===== config.mk =====
export PLATFORM = sky130hd
export DESIGN_NAME = result_stream_reader
export DESIGN_NICKNAME = d
export VERILOG_FILES = /design/src/rtl/result_stream_pkg.sv /design/src/rtl/result_fifo.sv /design/src/rtl/result_stream_reader.sv
export SDC_FILE = /design/constraint.sdc
export NUM_CORES = 1
export LEC_CHECK = 0
export ABC_AREA = 1
export CAP_MARGIN = 10
export CORE_ASPECT_RATIO = 1.1
export CORE_UTILIZATION = 38
export CTS_CLUSTER_SIZE = 14
export DETAILED_ROUTE_END_ITERATION = 10
export DONT_BUFFER_PORTS = 1
export GPL_TIMING_DRIVEN = 0
export HOLD_SLACK_MARGIN = 0.1
export PLACE_DENSITY = 0.55
export SLEW_MARGIN = 20
export SYNTH_ARGS = -nofsm -noshare
export SYNTH_HDL_FRONTEND = slang
export SYNTH_SLANG_ARGS = --single-unit

===== constraint.sdc =====
create_clock -name CLOCK_50 -period 2.9 [get_ports CLOCK_50]
set_input_delay 0.145 -clock CLOCK_50 [delete_from_list [all_inputs] [get_ports CLOCK_50]]
set_output_delay 0.145 -clock CLOCK_50 [all_outputs]
set_load 0.01 [all_outputs]

===== src/rtl/result_stream_pkg.sv =====
// Shared types, default widths and FIFO occupancy helper for the result readout stage.
package result_stream_pkg;

  localparam int unsigned ADDR_WIDTH_DEF   = 7;
  localparam int unsigned RESULT_WIDTH_DEF = 24;
  localparam int unsigned NUM_ENTRIES_DEF  = 128;
  localparam int unsigned FIFO_DEPTH_DEF   = 4;

  typedef enum logic [1:0] {
    IDLE  = 2'd0,
    READ  = 2'd1,
    DRAIN = 2'd2,
    CHECK = 2'd3
  } state_t;

  // Slots available by the next edge; a pop committed this cycle frees one.
  function automatic int unsigned fifo_free(input int unsigned depth,
                                            input int unsigned count,
                                            input logic        pop);
    return depth - count + (pop ? 32'd1 : 32'd0);
  endfunction

endpackage


===== src/rtl/result_fifo.sv =====
// Dual-push, single-pop circular buffer; the writer guarantees it never overflows.
module result_fifo #(
  parameter int unsigned WIDTH = 24,
  parameter int unsigned DEPTH = 4
) (
  input  logic                     clk,
  input  logic                     rst_n,
  input  logic                     push,
  input  logic [WIDTH-1:0]         wdata_a,
  input  logic [WIDTH-1:0]         wdata_b,
  input  logic                     pop,
  output logic [WIDTH-1:0]         rdata,
  output logic                     valid,
  output logic [$clog2(DEPTH):0]   count
);

  localparam int unsigned PTR_W = $clog2(DEPTH);
  localparam int unsigned CNT_W = PTR_W + 1;

  logic [WIDTH-1:0] mem [DEPTH];
  logic [PTR_W-1:0] wr_ptr;
  logic [PTR_W-1:0] rd_ptr;
  logic [CNT_W-1:0] count_d;

  always_comb begin
    count_d = count + (push ? CNT_W'(2) : CNT_W'(0)) - (pop ? CNT_W'(1) : CNT_W'(0));
  end

  always_ff @(posedge clk or negedge rst_n) begin
    if (!rst_n) begin
      wr_ptr <= '0;
      rd_ptr <= '0;
      count  <= '0;
      valid  <= 1'b0;
      for (int unsigned i = 0; i < DEPTH; i++) begin
        mem[i] <= '0;
      end
    end else begin
      if (push) begin
        mem[wr_ptr]               <= wdata_a;
        mem[wr_ptr + PTR_W'(1)]   <= wdata_b;
        wr_ptr                    <= wr_ptr + PTR_W'(2);
      end
      if (pop) begin
        rd_ptr <= rd_ptr + PTR_W'(1);
      end
      count <= count_d;
      valid <= (count_d != '0);
    end
  end

  assign rdata = mem[rd_ptr];

endmodule


===== src/rtl/result_stream_reader.sv =====
// Reads the result RAM in address pairs, streams words in order and checks their sum.
module result_stream_reader
  import result_stream_pkg::*;
#(
  parameter int unsigned ADDR_WIDTH   = ADDR_WIDTH_DEF,
  parameter int unsigned RESULT_WIDTH = RESULT_WIDTH_DEF,
  parameter int unsigned NUM_ENTRIES  = NUM_ENTRIES_DEF,
  parameter int unsigned FIFO_DEPTH   = FIFO_DEPTH_DEF
) (
  input  logic                    CLOCK_50,
  input  logic                    reset,
  input  logic                    start,
  output logic [ADDR_WIDTH-1:0]   rd_addrA,
  output logic [ADDR_WIDTH-1:0]   rd_addrB,
  input  logic [RESULT_WIDTH-1:0] rd_dataA,
  input  logic [RESULT_WIDTH-1:0] rd_dataB,
  input  logic [RESULT_WIDTH-1:0] matrix_sum,
  output logic [RESULT_WIDTH-1:0] out_data,
  output logic                    out_valid,
  input  logic                    out_ready,
  output logic                    busy,
  output logic                    done,
  output logic                    sum_match
);

  localparam int unsigned NUM_PAIRS = NUM_ENTRIES / 2;
  localparam int unsigned CNT_W     = $clog2(FIFO_DEPTH) + 1;

  state_t                  state;
  state_t                  state_d;
  logic                    issue;
  logic                    done_d;
  logic                    issued;
  logic                    arriving;
  logic                    pop;
  logic                    can_issue;
  logic [ADDR_WIDTH-1:0]   pair_cnt;
  logic [ADDR_WIDTH-1:0]   issue_idx;
  logic [CNT_W-1:0]        fifo_count;
  logic [RESULT_WIDTH-1:0] checksum;
  int unsigned             in_flight;

  assign pop       = out_valid & out_ready;
  assign issue_idx = (state == IDLE) ? '0 : pair_cnt;

  // Words already requested from RAM but not yet counted in the FIFO.
  always_comb begin
    in_flight = (issued ? 32'd2 : 32'd0) + (arriving ? 32'd2 : 32'd0);
    can_issue = (fifo_free(FIFO_DEPTH, 32'(fifo_count), pop) >= in_flight + 32'd2);
  end

  always_ff @(posedge CLOCK_50 or negedge reset) begin
    if (!reset) begin
      state <= IDLE;
    end else begin
      state <= state_d;
    end
  end

  always_comb begin
    state_d = state;
    issue   = 1'b0;
    done_d  = 1'b0;
    case (state)
      IDLE: begin
        if (start) begin
          issue   = 1'b1;
          state_d = READ;
        end
      end
      READ: begin
        if (pair_cnt == ADDR_WIDTH'(NUM_PAIRS)) begin
          state_d = DRAIN;
        end else if (can_issue) begin
          issue = 1'b1;
        end
      end
      DRAIN: begin
        if (!out_valid && !issued && !arriving) begin
          state_d = CHECK;
          done_d  = 1'b1;
        end
      end
      CHECK: begin
        state_d = IDLE;
      end
      default: begin
        state_d = IDLE;
      end
    endcase
  end

  // Address issue, in-flight pipeline, status outputs and checksum.
  always_ff @(posedge CLOCK_50 or negedge reset) begin
    if (!reset) begin
      rd_addrA  <= '0;
      rd_addrB  <= '0;
      pair_cnt  <= '0;
      issued    <= 1'b0;
      arriving  <= 1'b0;
      busy      <= 1'b0;
      done      <= 1'b0;
      sum_match <= 1'b0;
      checksum  <= '0;
    end else begin
      issued   <= issue;
      arriving <= issued;
      busy     <= (state_d != IDLE);
      done     <= done_d;
      if (issue) begin
        rd_addrA <= ADDR_WIDTH'({issue_idx, 1'b0});
        rd_addrB <= ADDR_WIDTH'({issue_idx, 1'b1});
        pair_cnt <= issue_idx + ADDR_WIDTH'(1);
      end else if (state_d == IDLE) begin
        rd_addrA <= '0;
        rd_addrB <= '0;
      end
      if (state == IDLE && start) begin
        checksum  <= '0;
        sum_match <= 1'b0;
      end else if (pop) begin
        checksum <= checksum + out_data;
      end
      if (done_d) begin
        sum_match <= (checksum == matrix_sum);
      end
    end
  end

  result_fifo #(
    .WIDTH (RESULT_WIDTH),
    .DEPTH (FIFO_DEPTH)
  ) u_fifo (
    .clk     (CLOCK_50),
    .rst_n   (reset),
    .push    (arriving),
    .wdata_a (rd_dataA),
    .wdata_b (rd_dataB),
    .pop     (pop),
    .rdata   (out_data),
    .valid   (out_valid),
    .count   (fifo_count)
  );

endmodule


## Word-level counts from Yosys, hierarchy flattened

Index checks and enable logic that the tools add are counted.
W data, S select, Z words.

| operators by class | value |
|---|---|
| bitwise logic cells | 4 |
| shifts and indexed selects | 0 |
| order comparisons | 6 |
| reduce and logical (&&, ||, !) cells | 15 |
| muxes and demuxes | 32 |
| div/mod/pow operators | 0 |
| add/sub/neg operators | 11 |
| multipliers | 0 |
| equal/unequal tests | 5 |

Operators with widths:

| kind | number |
|---|---|
| $bwmux W96 | 2 |
| $mux W24 | 6 |
| $demux W24 S2 | 2 |
| $bmux W24 S2 | 1 |
| $ge A32 B4 Y1 | 1 |
| $mux W7 | 4 |
| $add A24 B24 Y24 | 1 |
| $eq A24 B24 Y1 | 1 |
| $mux W2 | 6 |
| $ge A3 B3 Y1 const B | 3 |
| $mux W1 | 9 |
| $not A2 Y3 | 3 |
| $pmux W2 S4 | 1 |
| $reduce_bool A2 Y1 | 4 |
| $add A7 B1 Y7 const B | 1 |
| $eq A7 B7 Y1 const B | 1 |
| $lt A3 B1 Y1 const B | 2 |
| $add A4 B2 Y5 | 1 |
| $logic_and A1 B1 Y1 | 5 |
| $add A2 B1 Y2 const B | 2 |
| $add A3 B2 Y4 const B | 1 |
| $eq A2 B2 Y1 const B | 2 |
| $logic_not A2 Y1 | 2 |
| $sub A3 B3 Y4 const A | 1 |
| 9 further kinds | 11 |

| word-level totals | value |
|---|---|
| bits of input ports | 76 |
| flip-flop bits (word level) | 156 |
| latch bits | 0 |
| memories kept | 0 |
| output and inout port bits | 42 |
| word-level logic and storage cells | 91 |
| RAM bits | 0 |
| memory bits (read-only) | 0 |

## Logic depth before layout (Yosys ltp)

Gate-level depths: netlist (run 1).

| depth | value |
|---|---|
| depth after elaboration | 8 |
| gate-level depth with buffers | 17 |
| mapped depth without buffers | 15 |

## Cells and area by module

A second synthesis (run 1) with hierarchy kept.

| unflattened totals | value |
|---|---|
| cells, all modules | 1217 |
| area total of the unflattened synthesis | 8866.0 sq um |

By module, submodules not included:

| module | area each (sq um) | cells an instance | times used |
|---|---|---|---|
| result_fifo | 4750.8 | 576 | 1 |
| result_stream_reader | 4115.2 | 641 | 1 |

## Least setup slack after synthesis (run 1)

Ideal clock, no wire load.

| path | value |
|---|---|
| path type | register to register |
| start | register u_fifo.rd_ptr[0] |
| end | register checksum[12] |
| period minus slack after synthesis | 2.510 ns |
| stages on the path, launching flop included | 16 |
| arrival | 2.392 ns |
| setup time | 0.117 ns |
| setup slack | 0.390 ns |
| path through | dfrtp_1 -> inv_1 -> buf_2 -> clkbuf_1 -> o21ai_0 -> o22ai_1 -> ha_1 -> fa_1 -> nand3_1 -> nand3_1 -> nand2_1 -> nand3_1 -> nand2_1 -> nand3b_1 -> nand3_1 -> nand2_1 |

| between the ends | value |
|---|---|
| longest elaborated chain between the ends | 7 |

RTL lines:

| item | RTL line | RTL |
|---|---|---|
| start: declaration | result_fifo.sv:22 | `logic [PTR_W-1:0] rd_ptr;` |
| start signal: assignment | result_fifo.sv:45 | `rd_ptr <= rd_ptr + PTR_W'(1);` |
| $not A2 Y3 (implied by the code) | result_fifo.sv:52 | `assign rdata = mem[rd_ptr];` |
| $bmux W24 S2 | result_fifo.sv:52 |  |
| $mux W24 (implied by the code) (2 in series) | result_fifo.sv:52 |  |
| named net out_data[0] | result_stream_reader.sv:18 | `output logic [RESULT_WIDTH-1:0] out_data,` |
| $add A24 B24 Y24 | result_stream_reader.sv:122 | `checksum <= checksum + out_data;` |
| $mux W24 | result_stream_reader.sv:121 | `end else if (pop) begin` |
| $mux W24 | result_stream_reader.sv:118 | `if (state == IDLE && start) begin` |
| end signal: assignment | result_stream_reader.sv:122 |  |
| end: declaration | result_stream_reader.sv:40 | `logic [RESULT_WIDTH-1:0] checksum;` |

The timed path passes the listed nets, and every way through them passes these cells. The select of a mux whose other input is x is not followed.
A chain may end at the register's enable or synchronous reset.

## Worst setup path in the final report (run 1)

| path | value |
|---|---|
| start | register u_fifo.rd_ptr[0] |
| end | register checksum[16] |

The elaborated chain is that of the path after synthesis.

==> results of run 1 <==
==> kinds of logic after synthesis <==
| family | after synthesis | share of synthesized area |
|---|---|---|
| AOI/OAI and AO/OA | 208 | 0.127 |
| xor gates and xnor gates | 34 | 0.0349 |
| adders and majority gates | 34 | 0.0507 |
| buffers and inverters | 205 | 0.0997 |
| DFF | 148 | 0.434 |
| other | 1 | 0.000440 |
| and+or+nand+nor | 530 | 0.253 |
==> stage by stage <==
stage / instance area (µm²) / setup slack [ns]
2_1_floorplan: 8530 / 0.390
4_1_cts: 10200 / 0.00278
5_1_grt: 10300 / -0.0158
3_3_place_gp: 8900 / -1.03
3_5_place_dp: 8900 / -0.995
6_report: 10300 / 0.0893
==> synth_stat cells <==
| cell type | n | area share |
|---|---|---|
| nand2_4 | 2 | 0.0026 |
| buf_4 | 10 | 0.0088 |
| nand3_1 | 39 | 0.023 |
| xnor2_1 | 26 | 0.027 |
| ha_1 | 33 | 0.048 |
| conb_1 | 1 | 0.00044 |
| nand2_1 | 353 | 0.16 |
| nor2_4 | 1 | 0.0013 |
| o21a_1 | 1 | 0.00088 |
| nand3b_1 | 6 | 0.0053 |
| inv_2 | 4 | 0.0018 |
| fa_1 | 1 | 0.0023 |
| o21ai_1 | 27 | 0.016 |
| nand4_1 | 14 | 0.010 |
| o21ai_0 | 134 | 0.079 |
| nand2_2 | 6 | 0.0044 |
| inv_6 | 1 | 0.0010 |
| xor2_1 | 8 | 0.0082 |
| or3_1 | 1 | 0.00073 |
| o31ai_1 | 2 | 0.0018 |
| and2_1 | 1 | 0.00073 |
| buf_6 | 3 | 0.0040 |
| a21oi_1 | 19 | 0.011 |
| clkbuf_1 | 21 | 0.0092 |
| dfrtp_1 | 148 | 0.43 |
| nor3_1 | 5 | 0.0029 |
| inv_1 | 153 | 0.067 |
| a22o_1 | 2 | 0.0021 |
| nor2_1 | 98 | 0.043 |
| buf_2 | 13 | 0.0076 |
| nor2_2 | 1 | 0.00073 |
| o22ai_1 | 23 | 0.017 |
| or2_1 | 2 | 0.0015 |
| nor3_2 | 1 | 0.0012 |
==> what timing repair did <==
action | 4_1_cts | 5_1_grt
setup endpoints to repair | 23 | 17
gates resized for setup | 51 | 37
buffers inserted | 1 | 0
pin swaps | 1 | 7
hold endpoints to repair | 254 | 148
==> layout make-up <==
| type | count | area [µm²] |
|---|---|---|
| Fill cell | 2225 | 11700 |
| Multi-Input combinational cell | 807 | 4270 |
| Sequential cell | 148 | 3700 |
| Inverter | 158 | 598 |
| Timing Repair Buffer | 52 | 518 |
| Clock buffer | 18 | 439 |
| Tap cell | 295 | 369 |
| Buffer | 47 | 302 |
| Clock inverter | 13 | 149 |
==> state kept, by name, indices dropped and copies added (netlist names), 2 cells and up <==
signal         cells
u_fifo.count       3
u_fifo.rd_ptr      2
pair_cnt           7
state              2
checksum          24
u_fifo.mem        96
rd_addrB           7
==> layout by cell type (no fill, tap or decap), drive strengths merged <==
cell type / instances
dfrtp: 148
xor2: 8
nand3b: 6
o21ai: 161
buf: 30
or2: 2
clkbuf: 36
nor3: 6
nor2: 100
fa: 1
inv: 163
o21a: 1
clkinv: 3
dlygate4sd3: 51
o31ai: 2
bufinv: 2
a22o: 2
o22ai: 23
clkinvlp: 3
ha: 33
conb: 1
a21oi: 19
and2: 1
nand4: 14
nand3: 39
xnor2: 26
nand2: 361
or3: 1
==> layer usage <==
metal,wire length (µm),vias to the layer above,global-route usage,share of wire
li1,-,3805,-,-
met1,11900,3666,0.319,0.45
met2,13000,190,0.402,0.49
met3,1060,36,0.0370,0.040
met4,520,0,0.0703,0.020
met5,0,-,0,0
==> critical path: cells and delay by family (launching register included) <==
kind	cells	cell delay, ns
compound gates	1	0.17
fa+ha+maj	2	0.63
buf+inv	3	0.44
flops	1	0.42
simple gates	9	1.03
==> worst min-delay path by stage <==
stage,from,endpoint,slack [ns],cells after the start
detailed placement,reset,checksum[13],-0.14,0
global route,reset,checksum[11],-0.60,0
CTS,reset,checksum[13],-0.60,0
finish,reset,checksum[12],-0.59,0
floorplan,reset,arriving,-0.15,0
global placement,reset,checksum[20],-0.14,0
==> results.toml, run 1 <==
[die]
initial_core_util = 0.387
die_x_um = 145
core_um2 = 22000
ioPinCount = 118
fp.dieH_um = 159
die_area_um2 = 23100
num_rows = 57

[final_layout]
drive_gt1_frac = 0.101
fin_cells = 1538
antenna_cells = 0
postLayoutCoreUtil = 0.470
finalNetCount = 1341
layout-area-overhead-vs-synth_pct = 21.3

[worst_setup_path]
slowest_stage = "dfrtp_1"
ff2ff_path_depth = 15
ff2ff_setup_slack_ns = 0.09
cp_common_cell = "nand2_1"
endpoint_kind = "register"
crit_start = "u_fifo.rd_ptr[0]"
crit_path_max_incr_delay_ns = 0.42
path_cells = "inv_1 > buf_6 > buf_6 > nor2_1 > o22ai_4 > ha_4 > fa_2 > nand3_1 > nand3_2 > nand2_1 > nand3_2 > nand2_1 > nand3b_1 > nand3_1 > nand2_1"
path_max_fanout = 10
cp.required_ns = 3.22
crit_arrival_ns = 3.13
reg2reg_to = "checksum[16]"
cp-endpoint = "checksum[16]"
rr_startpoint = "u_fifo.rd_ptr[0]"
worstSetupStartpointType = "register"
worstSetupPathType = "reg2reg"

[global_routing]
grt_overflow = 0
grt_pass1_vias = 7397
grt_max_degree = 149
grt_pass1_wl_mm = 41.1
grt_antenna_before_repair = 0
grtUsageTotal = 0.241

[clock_network]
root_buffer = "clkbuf_16"
clock_sink_count = 148
tritoncts = "yes"
clk_latency_ns = 0.43
cts.htree.levels = 4
cts_max_path_buffers = 2
path_clk_slew_ns = 0.07
cts_buffers = 17
cts_hold_buf = 51

[detailed_routing]
dr.pass1.iters = 5
drc = 0
wirelength_mm = 26.5
drt_first_iter_violations = 548
wl_per_cell_um = 17.2
num_vias = 7697
drtAntennaViolNets = 0
vias_per_cell = 5.00

[yosys]
synth-seq-cells = 148
syn_inst = 1160
ys_warn_count = 0
synth_fp_nets = 1270
syn_area_um2 = 8530
synth-seq-area-share = 0.434
synth_cell_types = 34
postSynthAreaPerCell_um2 = 7.36

[sta]
finalHoldViolCount = 148
max_freq_ghz = 0.356
skew_ns = 0.0108
period_share = 0.969
worst_pin_slew_ns = 0.673
tns_ns = 0
setup_viol = 0
min_period_ns = 2.81
slew_viol_final = 0
worst_hold_slack_ns = -0.585
relSlewSlack = 0.551

[placed_design]
gp_congestion = 0.912
dp_cells = 1455
dp_hpwl_mm = 19.5
numPortBuffers = 0

[outcome]
status = "finished with violations"
violations = "negative hold slack"

[min_path]
min_path_type = "in2async"

[run]
timing.max_cap.violations = 0
Power of run 1 is not shown: default switching activity piles up to over one toggle a cycle in this logic, so the estimate is an artifact.
==> run 2: changes to the inputs <==
--- a/config.mk
+++ b/config.mk
@@ -5,17 +5,16 @@
 export SDC_FILE = /design/constraint.sdc
 export NUM_CORES = 1
 export LEC_CHECK = 0
-export ABC_AREA = 1
 export CAP_MARGIN = 10
 export CORE_ASPECT_RATIO = 1.1
-export CORE_UTILIZATION = 38
+export CORE_UTILIZATION = 50
 export CTS_CLUSTER_SIZE = 14
 export DETAILED_ROUTE_END_ITERATION = 10
 export DONT_BUFFER_PORTS = 1
 export GPL_TIMING_DRIVEN = 0
 export HOLD_SLACK_MARGIN = 0.1
-export PLACE_DENSITY = 0.55
-export SLEW_MARGIN = 20
+export PLACE_DENSITY = 0.68
+export SLEW_MARGIN = 30
 export SYNTH_ARGS = -nofsm -noshare
 export SYNTH_HDL_FRONTEND = slang
 export SYNTH_SLANG_ARGS = --single-unit
==> run 2 against run 1 <==
  * The flow finishes with violations (negative hold slack, negative setup slack)
  * Hold slack worse by 0.0049 ns
  * Final cell count decreased by 38%
  * Via count fell by 26%
  * Clock-buffer cell count stayed put
  * Worst setup slack worse by 0.38 ns
  * Clock skew decreased by 0.0013 ns
  * Wire length shrank 23%
  * Maximum frequency is 12% lower
  * Flip-flop and latch count unchanged
  * Utilization rose by 19 points
  * Synthesized cell count shrank 44%
  * Critical path type unchanged
  * Critical endpoint is now checksum[19]
==> results.toml, run 2 <==
[global_routing]
grt_antenna_before_repair = 0
grt_pass1_vias = 6165
grt_overflow = 0
grt_pass1_wl_mm = 32.3
grt_max_degree = 149
grtUsageTotal = 0.267

[final_layout]
drive_gt1_frac = 0.361
layout-area-overhead-vs-synth_pct = 27.1
antenna_cells = 0
reg_top3 = "u_fifo.mem x96, checksum x24"
largest_reg_flops = 96
layout_common_cells = "146 x dfrtp_1, 97 x mux2_2, 50 x dlygate4sd3_1, 44 x nand2_1, 35 x xor2_1"
final_common_cell = "dfrtp_1"
filler_cell_count = 1128
largest-register = "u_fifo.mem"
finalNetCount = 859

[yosys]
synthTopCellsByArea = "dfrtp_1 47%, mux2_2 14%, mux4_2 6.9%"
synth_cell_types = 60
synth_flop_cell = "dfrtp_1"
yosys.area.top_type = "dfrtp_1"
synth-seq-area-share = 0.471
synth_top_cell_area_share = 0.471
async_reset_ff_frac = 1.00
synth-seq-cells = 148
postSynthAreaPerCell_um2 = 12.0
synth_fp_nets = 763
yosysMostFrequentCell = "dfrtp_1"
synth_common_cells = "148 x dfrtp_1, 97 x mux2_2, 47 x nand2_1"
ys_warn_count = 0
syn_area_um2 = 7860
synth_edf_count = 0
syn_inst = 653

[placed_design]
numPortBuffers = 0
gp_congestion = 0.844
dp_hpwl_mm = 14.4

[sta]
rsz0062_at_grt = "true"
finalHoldViolCount = 148
period_share = 1.10
relSlewSlack = 0.481
tns_ns = -2.75
setup_viol = 17
worst_hold_slack_ns = -0.590
slew_viol_final = 0
min_period_ns = 3.19
worst_pin_slew_ns = 0.779
skew_ns = 0.00949
max_freq_ghz = 0.314
fin_ws_ns = -0.289

[worst_setup_path]
cp.required_ns = 3.25
worstSetupStartpointType = "register"
cp_common_cell = "buf_12"
path_cells = "buf_8 > buf_12 > buf_12 > mux4_2 > ha_4 > a21o_1 > and4_4 > buf_12 > o2111ai_4 > o21ai_4 > a41oi_2 > xor2_1 > o21ai_1"
crit_path_max_incr_delay_ns = 0.56
slowest_stage = "mux4_2"
ff2ff_path_depth = 13
crit_arrival_ns = 3.54
endpoint_kind = "register"
worstSetupPathType = "reg2reg"
path_max_fanout = 6

[clock_network]
clk_latency_ns = 0.43
cts_max_path_buffers = 2
path_clk_slew_ns = 0.07
cts_hold_buf = 50
clock_sink_count = 148
root_buffer = "clkbuf_16"
cts.htree.levels = 4
cts_buffers = 17
tritoncts = "yes"

[detailed_routing]
num_vias = 5677
drtAntennaViolNets = 0
wirelength_mm = 20.4
vias_per_cell = 5.93
dr.pass1.iters = 4
drt_first_iter_violations = 329
wl_per_cell_um = 21.3
drc = 0

[min_path]
min_path_type = "in2async"

[die]
die_x_um = 122
die_area_um2 = 16200
num_rows = 47
ioPinCount = 118
fp.dieH_um = 133
initial_core_util = 0.516
core_um2 = 15200

[outcome]
status = "finished with violations"
violations = "negative hold slack, negative setup slack"

[run]
timing.max_cap.violations = 0
run 2: final timing paths:
check	start	endpoint	slack (ns)
min in group CLOCK_50	matrix_sum[0]	sum_match	0.12
max	u_fifo.rd_ptr[0]	checksum[19]	-0.29
min reg2reg	issued	arriving	0.45
min	reset	checksum[5]	-0.59
max in group asynchronous	reset	u_fifo.mem[46]	3.26
max reg2reg	u_fifo.rd_ptr[0]	checksum[19]	-0.29
run 2: cells by family after synthesis:
family	after synthesis	share of synthesized area
DFF	148	0.471
and+or+nand+nor	134	0.0820
buffers and inverters	50	0.0314
xor gates and xnor gates	48	0.0535
AOI/OAI and AO/OA	114	0.0946
other	1	0.000477
adders and majority gates	34	0.0551
muxes	124	0.212
run 2: metal layers:
layer / up-vias / track usage / wire [µm]
li1: 2584 / - / -
met4: 0 / 0.116 / 612
met2: 178 / 0.458 / 10500
met1: 2869 / 0.320 / 8020
met5: - / 0 / 0
met3: 46 / 0.0595 / 1270
run 2: stage by stage:
| step | hold slack [ns] | worst slack [ns] | cell area (µm²) | util | instances |
|---|---|---|---|---|---|
| global placement | -0.146 | -0.747 | 8230 | 0.540 | 849 |
| floorplan | -0.151 | -0.107 | 7980 | - | 653 |
| CTS | -0.605 | -0.235 | 9820 | 0.644 | 950 |
| detailed placement | -0.142 | -0.751 | 8230 | 0.540 | 849 |
| finish | -0.590 | -0.289 | 9990 | 0.656 | 958 |
| global route | -0.611 | -0.433 | 9990 | 0.656 | 958 |
run 2: timing repair:
action	in CTS	in global routing
resized for setup	63	24
pin swaps	31	36
setup buffers	21	10
endpoints found under the setup margin	35	29
gates cloned	1	0
endpoints found under the hold margin	260	148
run 2: area by class of cell:
cell class,count,area [µm²],share of cell area
clock inverters,14,140,0.0140
flip-flops and latches,148,3710,0.371
repair buffers,81,815,0.0816
clock buffers,18,429,0.0430
plain buffers,31,234,0.0234
inverters,15,68.8,0.00689
multi-input cells,455,4350,0.435
well taps,196,245,0.0246
run 2: critical path: cells and delay by family (launching register included):
family / cells / cell delay, ns
xor+xnor: 1 / 0.19
buf+inv: 4 / 0.48
mux: 1 / 0.56
flops: 1 / 0.40
simple gates: 1 / 0.26
fa+ha+maj: 1 / 0.31
compound gates: 5 / 0.91
Power of run 2 is left out for the same reason.
